--- config.mk ---
export PLATFORM = sky130hd
export DESIGN_NAME = seg7_scan_ctrl_flat
export DESIGN_NICKNAME = d
export VERILOG_FILES = /design/src/rtl/seg7_scan_ctrl_if.sv /design/src/rtl/seg7_scan_ctrl.sv /design/src/flat_wrapper.sv
export SDC_FILE = /design/constraint.sdc
export NUM_CORES = 1
export LEC_CHECK = 0
export BUFFER_PORTS_ARGS = -buffer_cell sky130_fd_sc_hd__clkbuf_2
export CAP_MARGIN = 10
export CORE_MARGIN = 1
export CORE_UTILIZATION = 32
export CTS_BUF_LIST = sky130_fd_sc_hd__clkbuf_16
export DETAILED_ROUTE_END_ITERATION = 8
export PLACE_DENSITY = 0.56
export SLEW_MARGIN = 20
export SYNTH_ARGS = -nofsm -noshare
export SYNTH_HDL_FRONTEND = slang
export SYNTH_SLANG_ARGS = --single-unit
--- constraint.sdc ---
create_clock -name clk -period 3.01 [get_ports clk]
set_clock_uncertainty 0.05 [all_clocks]
set_input_delay 0.903 -clock clk [delete_from_list [all_inputs] [get_ports clk]]
set_output_delay 0.903 -clock clk [all_outputs]
set_load 0.05 [all_outputs]
--- src/rtl/seg7_scan_ctrl_if.sv ---
// Host update channel for seg7_scan_ctrl.
// Carries a valid/ready handshake and one BCD display word.
interface seg7_scan_ctrl_if #(
    parameter int NUM_DIGITS = 4
);
    logic                    upd_valid;
    logic                    upd_ready;
    logic [4*NUM_DIGITS-1:0] upd_data;

    modport master (
        output upd_valid,
        output upd_data,
        input  upd_ready
    );

    modport slave (
        input  upd_valid,
        input  upd_data,
        output upd_ready
    );
endinterface

--- src/rtl/seg7_scan_ctrl.sv ---
// Time-multiplexed 7-segment scan controller with a shared decoder.
// Optional macro LEADING_ZERO_BLANK_EN blanks leading zero digits.
module seg7_scan_ctrl #(
    parameter int NUM_DIGITS  = 4,
    parameter int REFRESH_DIV = 50000,
    parameter int DEAD_CYCLES = 8,
    parameter int CNT_W       = 16
) (
    input  logic                  clk,
    input  logic                  rst_n,
    input  logic                  en,
    seg7_scan_ctrl_if.slave       upd,
    output logic [3:0]            bcd_out,
    input  logic [6:0]            seg_in,
    output logic [6:0]            seg_out,
    output logic [NUM_DIGITS-1:0] an_out,
    output logic                  frame_done
);

    localparam int IDX_W = $clog2(NUM_DIGITS);
    localparam int W     = 4 * NUM_DIGITS;

    typedef enum logic {
        BLANK,
        SHOW
    } state_t;

    state_t                  state, state_n;
    logic [IDX_W-1:0]        idx, idx_n;
    logic [CNT_W-1:0]        cnt, cnt_n;
    logic [6:0]              seg_n;
    logic [NUM_DIGITS-1:0]   an_n;
    logic                    fd_n;
    logic [W-1:0]            disp_reg, disp_n;
    logic [W-1:0]            pend_reg, pend_n;
    logic                    pend_flag, pflag_n;

    logic [3:0]              digits [NUM_DIGITS];
    logic                    blank;
    logic [6:0]              seg_gated;

    assign upd.upd_ready = !pend_flag;

    // Split the shown word into per-digit codes for the scan mux.
    always_comb begin
        for (int k = 0; k < NUM_DIGITS; k++) begin
            digits[k] = disp_reg[4*k +: 4];
        end
    end

    assign bcd_out = digits[idx];

`ifdef LEADING_ZERO_BLANK_EN
    logic [NUM_DIGITS-1:0] lz_mask;
    logic                  zero_above;

    // Mark digits that are zero along with every digit above them.
    always_comb begin
        lz_mask    = '0;
        zero_above = 1'b1;
        for (int k = NUM_DIGITS - 1; k >= 1; k--) begin
            zero_above = zero_above && (digits[k] == 4'd0);
            lz_mask[k] = zero_above;
        end
    end

    assign blank = (bcd_out > 4'd9) || lz_mask[idx];
`else
    assign blank = (bcd_out > 4'd9);
`endif

    assign seg_gated = blank ? 7'd0 : seg_in;

    // Next-state, scan outputs, handshake capture and frame commit.
    always_comb begin
        state_n = state;
        idx_n   = idx;
        cnt_n   = cnt;
        seg_n   = seg_out;
        an_n    = an_out;
        fd_n    = 1'b0;
        disp_n  = disp_reg;
        pend_n  = pend_reg;
        pflag_n = pend_flag;

        if (upd.upd_valid && !pend_flag) begin
            pend_n  = upd.upd_data;
            pflag_n = 1'b1;
        end

        if (!en) begin
            state_n = BLANK;
            idx_n   = '0;
            cnt_n   = '0;
            seg_n   = '0;
            an_n    = '0;
            if (pend_flag) begin
                disp_n  = pend_reg;
                pflag_n = 1'b0;
            end
        end else begin
            unique case (state)
                BLANK: begin
                    if (cnt == CNT_W'(DEAD_CYCLES - 1)) begin
                        seg_n   = seg_gated;
                        an_n    = NUM_DIGITS'(1) << idx;
                        cnt_n   = '0;
                        state_n = SHOW;
                    end else begin
                        cnt_n = cnt + CNT_W'(1);
                    end
                end
                SHOW: begin
                    if (cnt == CNT_W'(REFRESH_DIV - 1)) begin
                        an_n    = '0;
                        seg_n   = '0;
                        cnt_n   = '0;
                        state_n = BLANK;
                        if (idx == IDX_W'(NUM_DIGITS - 1)) begin
                            idx_n = '0;
                            fd_n  = 1'b1;
                            if (pend_flag) begin
                                disp_n  = pend_reg;
                                pflag_n = 1'b0;
                            end
                        end else begin
                            idx_n = idx + IDX_W'(1);
                        end
                    end else begin
                        cnt_n = cnt + CNT_W'(1);
                    end
                end
                default: begin
                    state_n = BLANK;
                end
            endcase
        end
    end

    // Register all controller state; reset blanks the display.
    always_ff @(posedge clk or negedge rst_n) begin
        if (!rst_n) begin
            state      <= BLANK;
            idx        <= '0;
            cnt        <= '0;
            seg_out    <= '0;
            an_out     <= '0;
            frame_done <= 1'b0;
            disp_reg   <= '1;
            pend_reg   <= '0;
            pend_flag  <= 1'b0;
        end else begin
            state      <= state_n;
            idx        <= idx_n;
            cnt        <= cnt_n;
            seg_out    <= seg_n;
            an_out     <= an_n;
            frame_done <= fd_n;
            disp_reg   <= disp_n;
            pend_reg   <= pend_n;
            pend_flag  <= pflag_n;
        end
    end

endmodule
--- src/flat_wrapper.sv ---
// flat-port wrapper written by rule: the top's interface ports become plain ports
module seg7_scan_ctrl_flat 
#(
    parameter int NUM_DIGITS  = 4,
    parameter int REFRESH_DIV = 50000,
    parameter int DEAD_CYCLES = 8,
    parameter int CNT_W       = 16
)
  (clk, rst_n, en, bcd_out, seg_in, seg_out, an_out, frame_done, upd_upd_valid, upd_upd_data, upd_upd_ready);
  seg7_scan_ctrl_if #(.NUM_DIGITS(NUM_DIGITS)) upd_i ();
  input  logic clk;
  input  logic rst_n;
  input  logic en;
  output logic [3:0] bcd_out;
  input  logic [6:0] seg_in;
  output logic [6:0] seg_out;
  output logic [NUM_DIGITS-1:0] an_out;
  output logic frame_done;
  input wire logic [$bits(upd_i.upd_valid)-1:0] upd_upd_valid;
  input wire logic [$bits(upd_i.upd_data)-1:0] upd_upd_data;
  output wire logic [$bits(upd_i.upd_ready)-1:0] upd_upd_ready;
  assign upd_i.upd_valid = upd_upd_valid;
  assign upd_i.upd_data = upd_upd_data;
  assign upd_upd_ready = upd_i.upd_ready;
  seg7_scan_ctrl #(.NUM_DIGITS(NUM_DIGITS), .REFRESH_DIV(REFRESH_DIV), .DEAD_CYCLES(DEAD_CYCLES), .CNT_W(CNT_W)) u_core (.clk(clk), .rst_n(rst_n), .en(en), .upd(upd_i), .bcd_out(bcd_out), .seg_in(seg_in), .seg_out(seg_out), .an_out(an_out), .frame_done(frame_done));
endmodule
# Word level (Yosys, flattened, before mapping)
# Cells that the tools add are included.
dict set report totals {
  register_bits 64
  latchBits 0
  mem_bits_rw 0
  rom_bits 0
  word_cells 68
  n_memories 0
}
dict set report classes {
  add_sub_neg 2
  mul 0
  n_div 0
  magnitude_cmp 2
  n_eq_ne 8
  shifts 1
  mux 39
  bitwise_logic 2
  reduce_logical 5
}
# op count
set ops {}
lappend ops {{16-bit two-way mux} 8}
lappend ops {{16-bit one-hot mux with 2 select lines} 1}
lappend ops {{7-bit two-way mux} 4}
lappend ops {{4-bit two-way mux} 5}
lappend ops {{16-bit by 1-bit adder with 16-bit output (second input constant)} 1}
lappend ops {{16-bit == test (second input constant)} 1}
lappend ops {{16-bit by 3-bit == test with 1-bit output (second input constant)} 1}
lappend ops {{7-bit one-hot mux with 2 select lines} 1}
lappend ops {{1-bit two-way mux} 13}
lappend ops {{4-bit binary-select mux with 2-bit select} 1}
lappend ops {{2-bit two-way mux} 4}
lappend ops {{4-bit one-hot mux with 2 select lines} 1}
lappend ops {{2-bit by 1-bit inequality test with 1-bit output (second input constant)} 3}
lappend ops {{4-bit greater-than comparator (second input constant)} 1}
lappend ops {{2-bit AND reduction} 2}
lappend ops {{1-bit by 2-bit left shift with 4-bit output (first input constant)} 1}
lappend ops {{3-bit greater-or-equal comparator (second input constant)} 1}
lappend ops {{3-bit by 2-bit inequality test with 1-bit output (second input constant)} 1}
lappend ops {{3-bit inequality test (second input constant)} 1}
lappend ops {{2-bit inverter with 3-bit output} 1}
lappend ops {{3-bit AND reduction} 1}
lappend ops {{2-bit by 1-bit adder with 2-bit output (second input constant)} 1}
lappend ops {{2-bit == test (second input constant)} 1}
lappend ops {{1-bit one-hot mux with 2 select lines} 1}
lappend ops {{other kinds (3)} 3}

# Longest topological paths before layout
# Gate-level depths: netlist (run 1).
dict set report depth {
  depth_word 9
  depth_mapped 7
  ltp_nobuf 6
}

# Least setup slack after synthesis (run 1)
# Ideal clock, no wire load.
dict set report synth_path {
  kind {register to register}
  from {register u_core.cnt[7]}
  to {register u_core.disp_reg[0]}
  setup_ns 0.082
  t_arrival_ns 2.214
  path_slack_ns 0.664
  path_stages_with_launch 7
  path_buffers 1
  synth_period_minus_slack_ns 2.346
  cell_sequence {dfrtp_1 -> or4b_1 -> nor4_4 -> nand2_4 -> a21oi_4 -> buf_8 -> mux2_4}
}
dict set report synth_between {
  elab_chain_cells 3
}
# element line_no
set synth_rtl {}
lappend synth_rtl {{start, declared} seg7_scan_ctrl.sv:30} ;# logic [CNT_W-1:0] cnt, cnt_n;
lappend synth_rtl {{start signal, assigned} seg7_scan_ctrl.sv:155} ;# cnt <= cnt_n;
lappend synth_rtl {{16-bit == test} seg7_scan_ctrl.sv:114} ;# if (cnt == CNT_W'(REFRESH_DIV - 1)) begin
lappend synth_rtl {{2-bit by 1-bit inequality test with 1-bit output (no line)} --}
lappend synth_rtl {{3-bit AND reduction (no line)} --}
lappend synth_rtl {{end signal, assigned} seg7_scan_ctrl.sv:159} ;# disp_reg <= disp_n;
lappend synth_rtl {{end, declared} seg7_scan_ctrl.sv:34} ;# logic [W-1:0] disp_reg, disp_n;
# No other way between the ends.
# A chain may end at the register's enable or synchronous reset.

# Worst setup path after layout (run 1)
dict set report layout_path {
  from {register u_core.idx[0]}
  to {output bcd_out[1]}
}
dict set report layout_between {
  elab_chain_cells 4
}
# element line_no
set layout_rtl {}
lappend layout_rtl {{start, declared} seg7_scan_ctrl.sv:29} ;# logic [IDX_W-1:0] idx, idx_n;
lappend layout_rtl {{start signal, assigned} seg7_scan_ctrl.sv:154} ;# idx <= idx_n;
lappend layout_rtl {{2-bit inverter with 3-bit output (not written as such)} seg7_scan_ctrl.sv:51} ;# assign bcd_out = digits[idx];
lappend layout_rtl {{4-bit binary-select mux with 2-bit select} seg7_scan_ctrl.sv:51}
lappend layout_rtl {{4-bit two-way mux (not written as such) (2 in series)} seg7_scan_ctrl.sv:51}
lappend layout_rtl {{end, declared} flat_wrapper.sv:14} ;# output logic [3:0] bcd_out;
# No other way between the ends. The select of a mux whose other input is x is not followed.

==> results of run 1 <==
worst reg2reg max path, stage by stage (launching register included):
cell     delay, ns
dfrtp_1       0.40
or4b_1        0.59
nor4_4        0.46
nand2_4       0.13
a21oi_4       0.16
buf_4         0.29
mux2_2        0.37
Yosys cell counts (2+ instances only):
master and number:
xor2_1 10, xnor2_1 4, o21a_1 2, dfrtp_1 48
clkbuf_1 6, mux4_2 4, a21oi_1 10, dfstp_2 16
and3_1 2, nand2_1 24, nor2_1 22, inv_1 6
ha_1 5, o22ai_1 3, nor3_1 3, mux2_4 10
mux2_2 22, nand3_1 19, nand4_1 5
metrics by stage:
stage	util [%]	area, um2	hold WS (ns)	std cells	worst slack (ns)
floorplan	-	2890	0.402	236	0.664
global route	41.2	3590	0.474	402	0.206
finish	41.2	3590	0.441	402	0.302
detailed placement	37.3	3250	0.439	386	0.484
CTS	41.2	3590	0.449	402	0.266
global placement	37.3	3250	0.433	386	0.533
report_power, final:
group / leakage, nW / switching (mW) / internal [mW] / total, mW
logic: 0.631 / 0.234 / 0.231 / 0.465
clock network: 0.160 / 0.367 / 0.802 / 1.17
registers: 0.798 / 0.0884 / 1.08 / 1.17
total: 1.59 / 0.690 / 2.12 / 2.81
per-layer routing:
layer  GRT usage, %  routed length, um
met1           18.4               2710
met2           20.5               2620
met3           4.82                347
met4           6.31                113
met5              0                  0
layout make-up:
cell class | count | share of cell area, %
sequential | 64 | 45.2
multi-input combinational | 158 | 33.6
clock inverter | 7 | 3.14
clock buffer | 9 | 6.27
timing repair buffer | 50 | 7.46
tap | 108 | 3.76
inverter | 6 | 0.627
worst max path at each step:
stage                             start                  to  cells after the start
after floorplan           u_core.cnt[7]  u_core.disp_reg[0]                      6
after global placement    u_core.cnt[7]  u_core.disp_reg[8]                      6
after detailed placement  u_core.cnt[7]  u_core.disp_reg[9]                      6
after CTS                 u_core.idx[0]          bcd_out[2]                      2
after global routing      u_core.idx[0]          bcd_out[2]                      2
final                     u_core.idx[0]          bcd_out[1]                      2
cell families (layout without fill, tap and decap cells):
kind of cell               after synthesis  after routing  share of synthesized area (%)
and+or+nand+nor                         83             83                           14.0
DFF                                     64             64                           56.0
muxes                                   36             36                           16.9
adders and majority gates                5              5                           2.16
AOI/OAI and AO/OA                       20             20                           4.41
buffers and inverters                   14             72                           2.33
xor gates and xnor gates                14             14                           4.24
==> impl_metrics.env, run 1 <==
export IMPL_cts_setup_buffers=0
export IMPL_synth_seq_cells=64
export IMPL_fmax_mhz=369
export IMPL_numCtsBuffers=9
export IMPL_fillCellCount=828
export IMPL_via_count=1944
export IMPL_synthCells=236
export IMPL_power_total_mw=2.81
export IMPL_wl_per_cell_um=14.4
export IMPL_drv_cap=0
export IMPL_core_area_mm2=0.00872
export IMPL_antenna_found_initial=0
export IMPL_rows=34
export IMPL_r2r_end="u_core.disp_reg[9]"
export IMPL_syn_area_mm2=0.00289
export IMPL_drtIter0Drc=90
export IMPL_holdPathStages=1
export IMPL_drive_above_1_share_pct=40.8
export IMPL_clk_latency_ns=0.33
export IMPL_r2r_start="u_core.cnt[7]"
export IMPL_first_pass_iters=4
export IMPL_worstMarginPinSlew_ns=0.687
export IMPL_hold_path_class="flop to flop"
export IMPL_final_common_cell="dfrtp_1"
export IMPL_antenna_cells=0
export IMPL_path_max_fanout=8
export IMPL_gp_congestion=0.761
export IMPL_critPathArrivalTime_ns=1.76
export IMPL_relSlewSlack_pct=54.2
export IMPL_cts_max_level=3
export IMPL_worstHoldEndpoint="u_core.cnt[0]"
export IMPL_powerDensity_mw_per_mm2=782
export IMPL_die_w_um=97.1
export IMPL_report_final_slew_viol_count=0
export IMPL_start_util_pct=33.2
export IMPL_cts_hold_repair_buffers=0
export IMPL_cts_repair_resized=0
export IMPL_endpoint_kind="primary output"
export IMPL_period_minus_slack_ns=2.71
export IMPL_synth_nets=268
export IMPL_fin_crit_sh_pct=90.0
export IMPL_die_height_um=97.1
export IMPL_crit_type="flop to primary output"
export IMPL_setup_violations=0
export IMPL_synth_flop_cell="dfrtp_1"
export IMPL_clk_transition_reported_paths_ns=0.05
export IMPL_grt_pass1_vias=2056
export IMPL_crit_required_ns=2.06
export IMPL_yosysWarnings=0
export IMPL_hp_start="u_core.cnt[0]"
export IMPL_multi_input_area_mm2=0.00120
export IMPL_worstPathBufferInverterCount=1
export IMPL_ctsLongestPathBuffers=2
export IMPL_ios=44
export IMPL_drc=0
export IMPL_cts_tree="done"
export IMPL_final_antenna_net_count=0
export IMPL_yosys_area_top_type_share_pct=41.5
export IMPL_wirelength_mm=5.79
export IMPL_grt_usage_pct=13.9
export IMPL_cpPeakStageDelay_ns=0.58
export IMPL_startpoint_type="flop"
export IMPL_rsz0062_at_grt="false"
export IMPL_area_growth_syn_to_layout_pct=24.0
export IMPL_critPathSlowestCell="dfrtp_1"
export IMPL_cp_top_family="flip-flops"
export IMPL_root_buffer="clkbuf_16"
export IMPL_regArea_mm2=0.00162
export IMPL_grt_first_pass_wirelength_mm=10.1
export IMPL_final_cell_mix="dfrtp_1, clkbuf_2, nand2_1, nor2_1, mux2_2"
export IMPL_clock_sinks=64
export IMPL_synth_cell_types=34
export IMPL_avgSynthCellArea_um2=12.3
export IMPL_fin_nets=321
export IMPL_routed_via_density=4.84
export IMPL_r2r_cells=6
export IMPL_synth_edf_count=0
export IMPL_dp_hpwl_mm=3.98
export IMPL_grt_max_degree=28
export IMPL_dieArea_mm2=0.00943
export IMPL_grt_ovfl_total=0
export IMPL_reg2reg_setup_slack_ns=0.49
export IMPL_ys_async_sr_fraction_pct=100
export IMPL_ys_seq_area_share_pct=56.0
export IMPL_fin_setup_tns_ns=0
export IMPL_vdd_drop_max_v=0.000355
export IMPL_leakage_nw=1.59
export IMPL_path_cells="mux4_2 > clkbuf_2"
export IMPL_synth_largest_area_cell="dfrtp_1"
export IMPL_synthTopCellsByArea="dfrtp_1, dfstp_2, mux2_2, mux2_4, nand3_1"
export IMPL_port_buffers=43
export IMPL_status="finished, final reports clean"
export IMPL_hold_viol=0
Power figures use the tool's default switching activity.
==> inputs of run 2 (changes only) <==
==> constraint.sdc (replaced) <==
create_clock -name clk -period 3.5 [get_ports clk]
set_clock_uncertainty 0.05 [all_clocks]
set_input_delay 1.05 -clock clk [delete_from_list [all_inputs] [get_ports clk]]
set_output_delay 1.05 -clock clk [all_outputs]
set_load 0.05 [all_outputs]
==> impl_metrics.env, run 2 (same netlist as run 1, synthesis figures left out) <==
export IMPL_cts_max_level=3
export IMPL_antenna_found_initial=0
export IMPL_worstHoldEndpoint="u_core.cnt[0]"
export IMPL_wl_per_cell_um=13.8
export IMPL_crit_type="flop to primary output"
export IMPL_critPathSlowestCell="mux4_2"
export IMPL_rows=34
export IMPL_drtIter0Drc=81
export IMPL_path_max_fanout=8
export IMPL_core_area_mm2=0.00872
export IMPL_first_pass_iters=6
export IMPL_fin_area_mm2=0.00348
export IMPL_dieArea_mm2=0.00943
export IMPL_via_count=1919
export IMPL_r2r_end="u_core.disp_reg[8]"
export IMPL_cpPeakStageDelay_ns=0.60
export IMPL_fin_setup_tns_ns=0
export IMPL_grt_pass1_vias=1915
export IMPL_ctsLongestPathBuffers=2
export IMPL_startpoint_type="flop"
export IMPL_r2r_start="u_core.cnt[7]"
export IMPL_status="finished, final reports clean"
export IMPL_setup_violations=0
export IMPL_final_cell_mix="dfrtp_1, clkbuf_2, nand2_1, nor2_1, mux2_2"
export IMPL_die_height_um=97.1
export IMPL_cts_hold_repair_buffers=0
export IMPL_vdd_drop_max_v=0.000330
export IMPL_hold_path_class="flop to flop"
export IMPL_dp_cells=382
export IMPL_powerDensity_mw_per_mm2=624
export IMPL_start_util_pct=33.2
export IMPL_grt_usage_pct=13.1
export IMPL_drv_cap=0
export IMPL_grt_ovfl_total=0
export IMPL_path_cells="mux4_2 > clkbuf_2"
export IMPL_relSlewSlack_pct=46.1
export IMPL_cts_repair_resized=0
export IMPL_clock_sinks=64
export IMPL_drc=0
export IMPL_wirelength_mm=5.50
export IMPL_drive_above_1_share_pct=39.0
export IMPL_grt_first_pass_wirelength_mm=9.54
export IMPL_gp_congestion=0.738
export IMPL_final_common_cell="dfrtp_1"
export IMPL_period_minus_slack_ns=2.86
export IMPL_cp_top_family="multiplexers"
export IMPL_grt_max_degree=65
export IMPL_die_w_um=97.1
export IMPL_worstMarginPinSlew_ns=0.809
export IMPL_layout_setup_ws_ns=0.641
export IMPL_port_buffers=43
export IMPL_stdcell_count=398
export IMPL_fin_nets=317
export IMPL_place_ws_ns=0.777
export IMPL_critPathArrivalTime_ns=1.76
export IMPL_routed_via_density=4.82
export IMPL_rsz0062_at_grt="false"
export IMPL_fin_crit_sh_pct=81.7
export IMPL_antenna_cells=0
export IMPL_endpoint_kind="primary output"
export IMPL_report_final_slew_viol_count=0
export IMPL_holdPathStages=1
export IMPL_cts_setup_buffers=0
export IMPL_r2r_cells=5
export IMPL_reg2reg_setup_slack_ns=0.80
export IMPL_root_buffer="clkbuf_16"
export IMPL_ios=44
export IMPL_area_growth_syn_to_layout_pct=20.2
export IMPL_clk_transition_reported_paths_ns=0.05
export IMPL_cts_tree="done"
export IMPL_numCtsBuffers=9
export IMPL_worstPathBufferInverterCount=1
export IMPL_fmax_mhz=350
export IMPL_dp_hpwl_mm=3.81
export IMPL_hold_viol=0
export IMPL_leakage_nw=1.54
export IMPL_final_antenna_net_count=0
export IMPL_dpl_cell_area_mm2=0.00322
export IMPL_crit_required_ns=2.40
export IMPL_clk_latency_ns=0.33
export IMPL_hp_start="u_core.cnt[0]"
-- run 2: where the power goes --
group / switching, mW / leakage, nW / internal [mW] / total, mW
registers: 0.0749 / 0.798 / 0.932 / 1.01
logic: 0.201 / 0.612 / 0.196 / 0.397
clock network: 0.304 / 0.127 / 0.464 / 0.768
-- run 2: layout make-up --
class | count | area (um2)
clock inverters | 7 | 31.3
inverters | 6 | 22.5
multi-input cells | 158 | 1200
clock buffers | 9 | 225
fillers | 850 | 5240
well taps | 108 | 135
flip-flops and latches | 64 | 1620
repair buffers | 46 | 238
-- run 2: worst max-delay path by stage --
stage / from / endpoint / slack [ns] / cells after the start
final: u_core.idx[0] / bcd_out[3] / 0.64 / 2
after global routing: u_core.idx[0] / bcd_out[3] / 0.56 / 2
after global placement: en / u_core.disp_reg[10] / 0.80 / 5
after detailed placement: en / u_core.disp_reg[8] / 0.78 / 5
after floorplan: u_core.idx[0] / bcd_out[3] / 1.05 / 2
after CTS: u_core.idx[0] / bcd_out[2] / 0.60 / 2
-- run 2: stage by stage --
| stage | hold WS (ns) | power, mW | util (%) |
|---|---|---|---|
| finish | 0.444 | 2.17 | 39.9 |
| global route | 0.476 | 2.28 | 39.9 |
| CTS | 0.446 | 2.20 | 39.9 |
| detailed placement | 0.439 | 1.42 | 36.9 |
| global placement | 0.439 | 1.41 | 36.9 |
| floorplan | 0.402 | 1.31 | - |
-- run 2: metal layers --
layer	up-vias	share of wire (%)	wire length [um]	GRT usage (%)
li1	923	-	-	-
met1	942	49	2710	17.5
met2	46	44	2430	18.9
met3	8	5.4	297	5.61
met4	0	1.3	74	4.48
met5	-	0	0	0
==> inputs of run 3 (changes only) <==
--- a/config.mk
+++ b/config.mk
@@ -5,6 +5,7 @@
 export SDC_FILE = /design/constraint.sdc
 export NUM_CORES = 1
 export LEC_CHECK = 0
+export ABC_AREA = 1
 export BUFFER_PORTS_ARGS = -buffer_cell sky130_fd_sc_hd__clkbuf_2
 export CAP_MARGIN = 10
 export CORE_MARGIN = 1
==> constraint.sdc (replaced) <==
create_clock -name clk -period 2.65 [get_ports clk]
set_clock_uncertainty 0.05 [all_clocks]
set_input_delay 0.795 -clock clk [delete_from_list [all_inputs] [get_ports clk]]
set_output_delay 0.795 -clock clk [all_outputs]
set_load 0.05 [all_outputs]
==> impl_metrics.env, run 3 <==
export IMPL_synth_largest_area_cell="dfrtp_1"
export IMPL_fillCellCount=991
export IMPL_yosys_area_top_type_share_pct=38.9
export IMPL_seqPwrFrac_pct=45.6
export IMPL_numCtsBuffers=9
export IMPL_ctsLongestPathBuffers=2
export IMPL_drc=0
export IMPL_final_antenna_net_count=0
export IMPL_final_cell_mix="nand2_1, dfrtp_1, clkbuf_2, nor2_1, nand3_1"
export IMPL_critPathArrivalTime_ns=1.63
export IMPL_cts_max_level=3
export IMPL_startpoint_type="flop"
export IMPL_fin_nets=419
export IMPL_finish_utilization_pct=39.5
export IMPL_hold_viol=0
export IMPL_critPathSlowestCell="dfrtp_1"
export IMPL_drtIter0Drc=82
export IMPL_fmax_mhz=404
export IMPL_p_comb_share_pct=18.1
export IMPL_synth_seq_cells=64
export IMPL_fin_crit_sh_pct=93.4
export IMPL_fin_area_mm2=0.00366
export IMPL_grt_usage_pct=14.6
export IMPL_synth_flop_cell="dfrtp_1"
export IMPL_start_util_pct=33.2
export IMPL_vdd_drop_max_v=0.000300
export IMPL_internal_power_mw=1.98
export IMPL_syn_area_mm2=0.00308
export IMPL_first_pass_iters=4
export IMPL_crit_type="flop to primary output"
export IMPL_switching_power_mw=0.842
export IMPL_avgSynthCellArea_um2=9.04
export IMPL_area_growth_syn_to_layout_pct=18.8
export IMPL_dp_hpwl_mm=4.56
export IMPL_die_w_um=100
export IMPL_core_area_mm2=0.00928
export IMPL_ios=44
export IMPL_dieArea_mm2=0.0100
export IMPL_holdWs_ns=0.412
export IMPL_report_final_slew_viol_count=0
export IMPL_fin_setup_tns_ns=0
export IMPL_final_common_cell="nand2_1"
export IMPL_status="finished, final reports clean"
export IMPL_dp_cells=505
export IMPL_hold_path_class="flop to flop"
export IMPL_wl_per_cell_um=12.3
export IMPL_ys_seq_area_share_pct=52.6
export IMPL_root_buffer="clkbuf_16"
export IMPL_yosys_cell_count_top_type="nand2_1"
export IMPL_clk_latency_ns=0.33
export IMPL_wirelength_mm=6.42
export IMPL_grt_pass1_vias=2347
export IMPL_rsz0062_at_grt="false"
export IMPL_cts_hold_repair_buffers=0
export IMPL_routed_via_density=4.56
export IMPL_synth_cell_types=30
export IMPL_crit_required_ns=1.81
export IMPL_period_minus_slack_ns=2.48
export IMPL_synth_edf_count=0
export IMPL_port_buffers=43
export IMPL_via_count=2374
export IMPL_synthCells=341
export IMPL_place_ws_ns=0.353
export IMPL_clock_sinks=64
export IMPL_clk_transition_reported_paths_ns=0.05
export IMPL_antenna_found_initial=0
export IMPL_crit_path_frequent_cell="nand2_1"
export IMPL_stdcell_count=521
export IMPL_layout_setup_ws_ns=0.175
export IMPL_endpoint_kind="primary output"
export IMPL_grt_max_degree=65
export IMPL_cpPeakStageDelay_ns=0.53
export IMPL_synthTopCellsByCount="nand2_1, dfrtp_1, nor2_1, nand3_1"
export IMPL_grt_ovfl_total=0
export IMPL_antenna_cells=0
export IMPL_yosysWarnings=0
export IMPL_grt_first_pass_wirelength_mm=11.2
export IMPL_drive_above_1_share_pct=27.0
export IMPL_relSlewSlack_pct=62.1
export IMPL_power_total_mw=2.82
export IMPL_path_max_fanout=12
export IMPL_ys_async_sr_fraction_pct=100
export IMPL_die_height_um=100
export IMPL_setup_violations=0
export IMPL_leakage_nw=1.77
export IMPL_powerDensity_mw_per_mm2=771
export IMPL_dpl_cell_area_mm2=0.00340
export IMPL_synthTopCellsByArea="dfrtp_1, dfstp_2, nand2_1, nand3_1, mux2_2"
export IMPL_worstMarginPinSlew_ns=0.568
export IMPL_gp_congestion=0.874
export IMPL_path_cells="inv_4 > nand2_1 > nand2_1 > nand2_1 > nand2_2 > clkbuf_4"
export IMPL_cts_tree="done"
export IMPL_clkPwrFrac_pct=36.3
export IMPL_synth_nets=373
export IMPL_rows=35
export IMPL_drv_cap=0
export IMPL_swShare_pct=29.8
run 3: changes by cell type in the layout (fill, tap and decap cells not counted), moves of 4 or more:
cell | before | now
mux2_2 | 22 | 16
o21ai_0 | 1 | 6
xor2_1 | 10 | 6
nand3_2 | 0 | 5
clkinv_1 | 4 | 0
mux2_4 | 10 | 0
inv_1 | 7 | 19
mux4_2 | 4 | 0
nor2_1 | 22 | 40
nand2_1 | 24 | 103
nand3_1 | 19 | 36
run 3: kinds of logic (layout without fill, tap and decap cells):
group                    Yosys count  in the layout  synth area share [%]
adder cells (fa/ha/maj)            5              5                  2.03
XOR/XNOR                           9              9                  2.56
multiplexers                      16             16                  5.84
AND/OR/NAND/NOR                  199            199                  28.2
flip-flops                        64             64                  52.6
AO/OA/AOI/OAI                     19             19                  3.41
buffers and inverters             29             80                  5.36
run 3: cell type report:
cell class	instances	area (um2)	share of cell area [%]
clock inverters	7	33.8	0.922
multi-input cells	248	1300	35.5
well taps	129	161	4.40
repair buffers	46	253	6.90
inverters	18	70.1	1.91
flip-flops and latches	64	1620	44.2
clock buffers	9	225	6.15
run 3: repair_timing:
item                                    CTS  global route
setup buffers                             0             0
gates resized for setup                   0             4
endpoints found under the setup margin    0             1
run 3: worst paths after layout:
path / from / depth (start not counted) / slack (ns) / to
hold reg to reg: u_core.cnt[0] / 1 / 0.41 / u_core.cnt[0]
setup reg to reg: u_core.cnt[0] / 8 / 0.68 / u_core.disp_reg[4]
min in group asynchronous: rst_n / 2 / 0.43 / u_core.pend_reg[8]
hold / removal: u_core.cnt[0] / 1 / 0.41 / u_core.cnt[0]
max in group asynchronous: rst_n / 2 / 1.80 / u_core.disp_reg[2]
setup / recovery: u_core.idx[0] / 6 / 0.17 / bcd_out[3]
run 3: critical path, delay by kind of cell, from the launching register on:
| kind | cells | cell delay (ns) |
|---|---|---|
| and+or+nand+nor | 4 | 0.33 |
| DFF | 1 | 0.53 |
| buffers and inverters | 2 | 0.44 |
run 3: power groups by stage:
stage / logic (mW) / clock network (mW) / registers [mW]
3_3_place_gp: 0.507 / 0 / 1.30
4_1_cts: 0.517 / 1.05 / 1.29
2_1_floorplan: 0.339 / 0 / 1.32
3_5_place_dp: 0.516 / 0 / 1.30
5_1_grt: 0.579 / 1.10 / 1.31
6_report: 0.512 / 1.03 / 1.29
run 3: routing by layer:
metal | track usage, % | wire length (um)
met2 | 21.9 | 2770
met1 | 19.6 | 3250
met4 | 5.91 | 125
met3 | 4.39 | 270
met5 | 0 | 0
